## config.mk

```make
export PLATFORM = sky130hd
export DESIGN_NAME = if_id_pipe_flat
export DESIGN_NICKNAME = d
export VERILOG_FILES = /design/src/rtl/if_id_pipe_pkg.sv /design/src/rtl/if_id_pipe_if.sv /design/src/rtl/if_id_pipe_sat_counter.sv /design/src/rtl/if_id_pipe.sv /design/src/flat_wrapper.sv
export SDC_FILE = /design/constraint.sdc
export NUM_CORES = 1
export LEC_CHECK = 0
export ABC_AREA = 1
export BUFFER_PORTS_ARGS = -buffer_cell sky130_fd_sc_hd__clkbuf_2
export CELL_PAD_IN_SITES_DETAIL_PLACEMENT = 0
export CELL_PAD_IN_SITES_GLOBAL_PLACEMENT = 2
export CORE_MARGIN = 3
export CORE_UTILIZATION = 32
export DETAILED_ROUTE_END_ITERATION = 10
export PLACE_DENSITY = 0.95
export SETUP_SLACK_MARGIN = 0.5
export SLEW_MARGIN = 30
export SYNTH_ARGS = -nofsm -noshare
export SYNTH_HDL_FRONTEND = slang
export SYNTH_SLANG_ARGS = --single-unit
```

## constraint.sdc

```tcl
create_clock -name clock -period 4.84 [get_ports clock]
set_input_delay 0.968 -clock clock [delete_from_list [all_inputs] [get_ports clock]]
set_output_delay 0.968 -clock clock [all_outputs]
set_load 0.03 [all_outputs]
```

## src/rtl/if_id_pipe_pkg.sv

```systemverilog
// Shared pipeline constants and entry record for the IF/ID pipeline register.
// The helper counts how many instructions a flush throws away.
package if_id_pipe_pkg;

  localparam int DEF_INSTR_W = 32;
  localparam int DEF_PC_W    = 8;
  localparam logic [DEF_INSTR_W-1:0] DEF_NOP_INSTR = '0;

  typedef struct packed {
    logic                   valid;
    logic [DEF_INSTR_W-1:0] instr;
    logic [DEF_PC_W-1:0]    pc;
  } entry_t;

  // Held entries minus the one ID takes this cycle, plus any beat arriving now.
  // An input beat implies an empty skid, and an output beat implies a full
  // main, so the result never exceeds 2 and never underflows.
  function automatic logic [1:0] discard_count(input logic main_v,
                                               input logic skid_v,
                                               input logic out_xfer,
                                               input logic in_xfer);
    return 2'(main_v) + 2'(skid_v) - 2'(out_xfer) + 2'(in_xfer);
  endfunction

endpackage

```

## src/rtl/if_id_pipe_if.sv

```systemverilog
// IF/ID handshake bundle: upstream valid/ready, downstream valid/ready,
// flush and the flush statistics counter.
interface if_id_pipe_if
  import if_id_pipe_pkg::*;
#(
  parameter int INSTR_W = DEF_INSTR_W,
  parameter int PC_W    = DEF_PC_W,
  parameter int CNT_W   = 16
);

  logic               in_valid;
  logic               in_ready;
  logic [INSTR_W-1:0] in_instr;
  logic [PC_W-1:0]    in_pc;
  logic               flush;
  logic               out_valid;
  logic               out_ready;
  logic [INSTR_W-1:0] out_instr;
  logic [PC_W-1:0]    out_pc;
  logic [CNT_W-1:0]   flush_cnt;

  modport slave (
    input  in_valid, in_instr, in_pc, flush, out_ready,
    output in_ready, out_valid, out_instr, out_pc, flush_cnt
  );

  modport master (
    output in_valid, in_instr, in_pc, flush, out_ready,
    input  in_ready, out_valid, out_instr, out_pc, flush_cnt
  );

endinterface

```

## src/rtl/if_id_pipe_sat_counter.sv

```systemverilog
// Saturating up-counter that adds a small increment when enabled.
module sat_counter #(
  parameter int W = 16
) (
  input  logic         clock,
  input  logic         reset,
  input  logic         en,
  input  logic [1:0]   inc,
  output logic [W-1:0] count
);

  localparam logic [W-1:0] MAX = {W{1'b1}};

  logic [W:0] sum;

  // One extra bit is enough: the increment is at most 3.
  assign sum = {1'b0, count} + (W+1)'(inc);

  always_ff @(posedge clock) begin
    if (reset) begin
      count <= '0;
    end else if (en) begin
      count <= sum[W] ? MAX : sum[W-1:0];
    end
  end

endmodule

```

## src/rtl/if_id_pipe.sv

```systemverilog
// IF/ID pipeline register with a skid entry for a registered in_ready,
// flush priority over all transfers, and a saturating flush statistic.
module if_id_pipe
  import if_id_pipe_pkg::*;
#(
  parameter int                 INSTR_W   = DEF_INSTR_W,
  parameter int                 PC_W      = DEF_PC_W,
  parameter logic [INSTR_W-1:0] NOP_INSTR = INSTR_W'(DEF_NOP_INSTR),
  parameter int                 CNT_W     = 16
) (
  input  logic          clock,
  input  logic          reset,
  if_id_pipe_if.slave   bus
);

  typedef struct packed {
    logic               valid;
    logic [INSTR_W-1:0] instr;
    logic [PC_W-1:0]    pc;
  } slot_t;

  slot_t      main_q;
  slot_t      main_n;
  slot_t      skid_q;
  slot_t      skid_n;
  slot_t      in_slot;
  logic       in_ready_q;
  logic       in_xfer;
  logic       out_xfer;
  logic [1:0] drop_n;

  always_comb begin
    in_xfer        = bus.in_valid & in_ready_q;
    out_xfer       = main_q.valid & bus.out_ready;
    in_slot.valid  = 1'b1;
    in_slot.instr  = bus.in_instr;
    in_slot.pc     = bus.in_pc;
    main_n         = main_q;
    skid_n         = skid_q;
    drop_n         = discard_count(main_q.valid, skid_q.valid, out_xfer, in_xfer);

    // Flush only clears valid bits; main.pc keeps showing the last PC.
    if (bus.flush) begin
      main_n.valid = 1'b0;
      skid_n.valid = 1'b0;
    end else if (out_xfer) begin
      if (skid_q.valid) begin
        main_n       = skid_q;
        skid_n.valid = 1'b0;
      end else if (in_xfer) begin
        main_n = in_slot;
      end else begin
        main_n.valid = 1'b0;
      end
    end else if (in_xfer) begin
      if (main_q.valid) begin
        skid_n = in_slot;
      end else begin
        main_n = in_slot;
      end
    end
  end

  always_ff @(posedge clock) begin
    if (reset) begin
      main_q.valid <= 1'b0;
      main_q.instr <= NOP_INSTR;
      main_q.pc    <= '0;
      skid_q       <= '0;
      in_ready_q   <= 1'b1;
    end else begin
      main_q     <= main_n;
      skid_q     <= skid_n;
      in_ready_q <= ~skid_n.valid;
    end
  end

  assign bus.in_ready  = in_ready_q;
  assign bus.out_valid = main_q.valid;
  assign bus.out_instr = main_q.valid ? main_q.instr : NOP_INSTR;
  assign bus.out_pc    = main_q.pc;

  sat_counter #(.W(CNT_W)) u_flush_cnt (
    .clock (clock),
    .reset (reset),
    .en    (bus.flush),
    .inc   (drop_n),
    .count (bus.flush_cnt)
  );

endmodule

```

## src/flat_wrapper.sv

```systemverilog
// flat-port wrapper written by rule: the top's interface ports become plain ports
module if_id_pipe_flat import if_id_pipe_pkg::*;
#(
  parameter int                 INSTR_W   = DEF_INSTR_W,
  parameter int                 PC_W      = DEF_PC_W,
  parameter logic [INSTR_W-1:0] NOP_INSTR = INSTR_W'(DEF_NOP_INSTR),
  parameter int                 CNT_W     = 16
)
  (clock, reset, bus_in_valid, bus_in_instr, bus_in_pc, bus_flush, bus_out_ready, bus_in_ready, bus_out_valid, bus_out_instr, bus_out_pc, bus_flush_cnt);
  if_id_pipe_if #(.INSTR_W(INSTR_W), .PC_W(PC_W), .CNT_W(CNT_W)) bus_i ();
  input  logic clock;
  input  logic reset;
  input wire logic [$bits(bus_i.in_valid)-1:0] bus_in_valid;
  input wire logic [$bits(bus_i.in_instr)-1:0] bus_in_instr;
  input wire logic [$bits(bus_i.in_pc)-1:0] bus_in_pc;
  input wire logic [$bits(bus_i.flush)-1:0] bus_flush;
  input wire logic [$bits(bus_i.out_ready)-1:0] bus_out_ready;
  output wire logic [$bits(bus_i.in_ready)-1:0] bus_in_ready;
  output wire logic [$bits(bus_i.out_valid)-1:0] bus_out_valid;
  output wire logic [$bits(bus_i.out_instr)-1:0] bus_out_instr;
  output wire logic [$bits(bus_i.out_pc)-1:0] bus_out_pc;
  output wire logic [$bits(bus_i.flush_cnt)-1:0] bus_flush_cnt;
  assign bus_i.in_valid = bus_in_valid;
  assign bus_i.in_instr = bus_in_instr;
  assign bus_i.in_pc = bus_in_pc;
  assign bus_i.flush = bus_flush;
  assign bus_i.out_ready = bus_out_ready;
  assign bus_in_ready = bus_i.in_ready;
  assign bus_out_valid = bus_i.out_valid;
  assign bus_out_instr = bus_i.out_instr;
  assign bus_out_pc = bus_i.out_pc;
  assign bus_flush_cnt = bus_i.flush_cnt;
  if_id_pipe #(.INSTR_W(INSTR_W), .PC_W(PC_W), .NOP_INSTR(NOP_INSTR), .CNT_W(CNT_W)) u_core (.clock(clock), .reset(reset), .bus(bus_i));
endmodule
```

==> impl_results.md <==
* Routed wire length at 11990 µm
* Leakage at between 2 and 3 nW
* DRC violations left at 0
* Placer congestion estimate at between 0.7 and 0.8
* Register bit total from synthesis at 99
* Hold Violations, Final at 0
* Die Wd at approximately 130 µm
* Congestion Overflow GR at 0
* Ports at 103
* Clock sinks at 99
* Starting Density at 0.3294
* Htree depth at 3
* Final setup fails at 0
* Netlist Area Pre-Place at between 4000 and 5000 µm²
* DR vias at 4276
* Syn Inst Count at 704
* Largest net degree at the start of global routing at 81
* Max Clock Freq at just under 300 MHz
* Std-Cell Rows at 44
* Clk root buf: clkbuf_16
* CTS Buf Count at 9
* Die ar. at around 17000 µm²
* Status: finished, final reports clean
* Drt pass-1 iters at 5
* Avg Cell Area, Syn at roughly 6.9 µm²
* First-pass GRT wire length at about 20000 µm
* CTS Hold Buffers Added at 0
* Port bufs at 102
* Postcts setup bufs at 0
* Design Power at approximately 0.0018 W
* Critical path fanouts, max at 22
* Seq/Total Area, Yosys at 0.4109
* Max-Slew Margin vs Limit at 0.3850
* # diodes at 0
* Unrepaired setup endpoints after global routing: false
* Startpoint Class: input port
* Vias per cell at approximately 4.4
* Core area at approximately 15000 µm²
* Max Clock Skew at about 0.006 ns
* Clock tree buffer depth at 2
* P&R area growth vs syn at 16.60%
* Synth warnings at 0
* Pins Over Slew Limit at 0
* Tcrit/Tclk final at 0.6985
* Layout cells sized above 1 at 0.1853
* Final setup TNS at 0 ns
* Pwr per Cell Area at 325.7 nW/µm²
* Initial antenna violation count at 0
* Cts repair resizes at 0
* Post-DP HPWL at ~8000 µm
* Worst-Margin Slew at 0.9225 ns
* CTS tree: built
* Die H at 128.8 µm
* Total Routing Usage GR at 0.1522
* Fin crit period at about 3.4 ns
* Maxcap violations at 0
* Netlist cell types at 30
* HP Class: flop to flop
* Routed len/inst at roughly 12 µm
* Reg clk slew, reported paths at 0.07 ns
* Worst Setup End Kind: flop
* Vias in the first global route at ~4100
* Synthesized Nets at around 750
* CP Data Arrival Time at 3.63 ns
* Worst skew pair latency at between 0.3 and 0.4 ns
* Req. time, crit path at 5.09 ns
* First-iteration detailed-routing DRC count at between 150 and 200
* VDD IR-drop max at between 0.00015 and 0.0002 V
* Fin nets at approximately 800
* Routed Antenna Nets at 0
* Kind of critical path: input port to flop
-- cell families after synthesis --
kind of cell,synth area share
AO/OA/AOI/OAI,0.1826
XOR/XNOR,0.007263
adder cells (fa/ha/maj),0.01608
buffers and inverters,0.1611
flip-flops,0.4109
multiplexers,0.002075
AND/OR/NAND/NOR,0.2200
-- stage by stage --
step	util	hold WS [ns]	setup slack, ns	cell area [µm²]	instances
detailed placement	0.3618	0.4359	1.038	5298	945
floorplan	-	0.4239	1.532	4823	704
global route	0.3841	0.4567	1.199	5624	961
global placement	0.3618	0.4321	1.097	5298	945
CTS	0.3841	0.4467	1.411	5624	961
finish	0.3841	0.4434	1.459	5624	961
-- synthesized netlist by cell type --
cell type,n,area [µm²]
nand2_1,135,506.7
inv_1,122,457.9
dfxtp_1,99,1982
a21oi_1,67,335.3
o21ai_0,63,315.3
nor2_1,52,195.2
o21ai_1,40,200.2
nand3_1,35,175.2
clkbuf_1,20,75.07
buf_2,12,60.06
buf_4,9,67.56
buf_6,9,101.4
nand4_1,7,43.79
inv_2,4,15.01
xor2_1,4,35.03
ha_1,3,37.54
nand2_2,3,18.77
nand3_2,3,30.03
nor2_2,3,18.77
fa_1,2,40.04
o21bai_1,2,15.01
or2_2,2,12.51
a21oi_2,1,8.760
a31oi_1,1,6.260
mux2i_1,1,10.01
nand2_4,1,11.26
nand3b_4,1,20.02
nand4_2,1,12.51
nor2_4,1,11.26
nor3_1,1,5.000
-- cell type report --
type                       instances  area [µm²]
clock buffer                      10       239.0
clock inverter                     6       87.58
fill                            1648        9020
inverter                         126       473.0
multi-input combinational        429        2064
sequential                        99        1982
tap                              184       230.2
timing repair buffer             107       548.0
-- report_power, final --
group	switching, W	internal, W	leakage (nW)	total, W
Sequential	0.0000158	0.000846	0.806	0.000862
Combinational	0.000115	0.0000603	1.82	0.000176
Clock	0.000326	0.000468	0.163	0.000794
-- flip-flops by register name, summed over array words and instances (netlist names) --
register and flops:
u_core.main_q 32, u_core.u_flush_cnt.count 16, u_core.bus.in_ready 1, u_core.skid_q 41
u_core.bus.out_pc 8, u_core.bus.out_valid 1
-- per-layer routing --
layer	wire length, µm	track usage	vias up
met5	0	0	-
met4	194	0.05374	0
met3	505	0.03778	13
met2	5216	0.2399	71
met1	6074	0.2027	1863
li1	-	-	2329
-- cell usage in the layout, fill, tap and decap left out, types with 4 or more instances in the layout --
cell type | Yosys | final
xor2_1 | 4 | 4
o21ai_0 | 63 | 63
clkbuf_16 | 0 | 9
nand4_1 | 7 | 7
o21ai_1 | 40 | 40
nand3_1 | 35 | 35
inv_2 | 4 | 5
a21oi_1 | 67 | 67
dfxtp_1 | 99 | 99
nor2_1 | 52 | 52
nand2_1 | 135 | 135
buf_4 | 9 | 5
clkbuf_2 | 0 | 102
inv_1 | 122 | 121
-- worst paths after layout --
path                                     start                                        to  slack (ns)  cells past startpoint
max                              bus_out_ready  u_core.u_flush_cnt.count[6]$_SDFFE_PP0P_        1.46                     14
min             u_core.main_q[28]$_SDFFE_PP0P_            u_core.main_q[28]$_SDFFE_PP0P_        0.44                      2
max reg2reg  u_core.bus.out_valid$_SDFFE_PP0N_  u_core.u_flush_cnt.count[6]$_SDFFE_PP0P_        1.84                     13
min reg2reg     u_core.main_q[28]$_SDFFE_PP0P_            u_core.main_q[28]$_SDFFE_PP0P_        0.44                      2
-- critical path: stages --
cell      delay [ns]
clkbuf_2        0.11
nand2_2         0.06
inv_2           0.31
ha_1            0.31
inv_1           0.07
fa_1            0.41
ha_1            0.23
fa_1            0.43
nand3_2         0.13
nor2_4          0.06
nand4_2         0.29
nand3_1         0.12
nand2_1         0.08
inv_1           0.05
No activity file was read; power rests on OpenSTA's default activity.
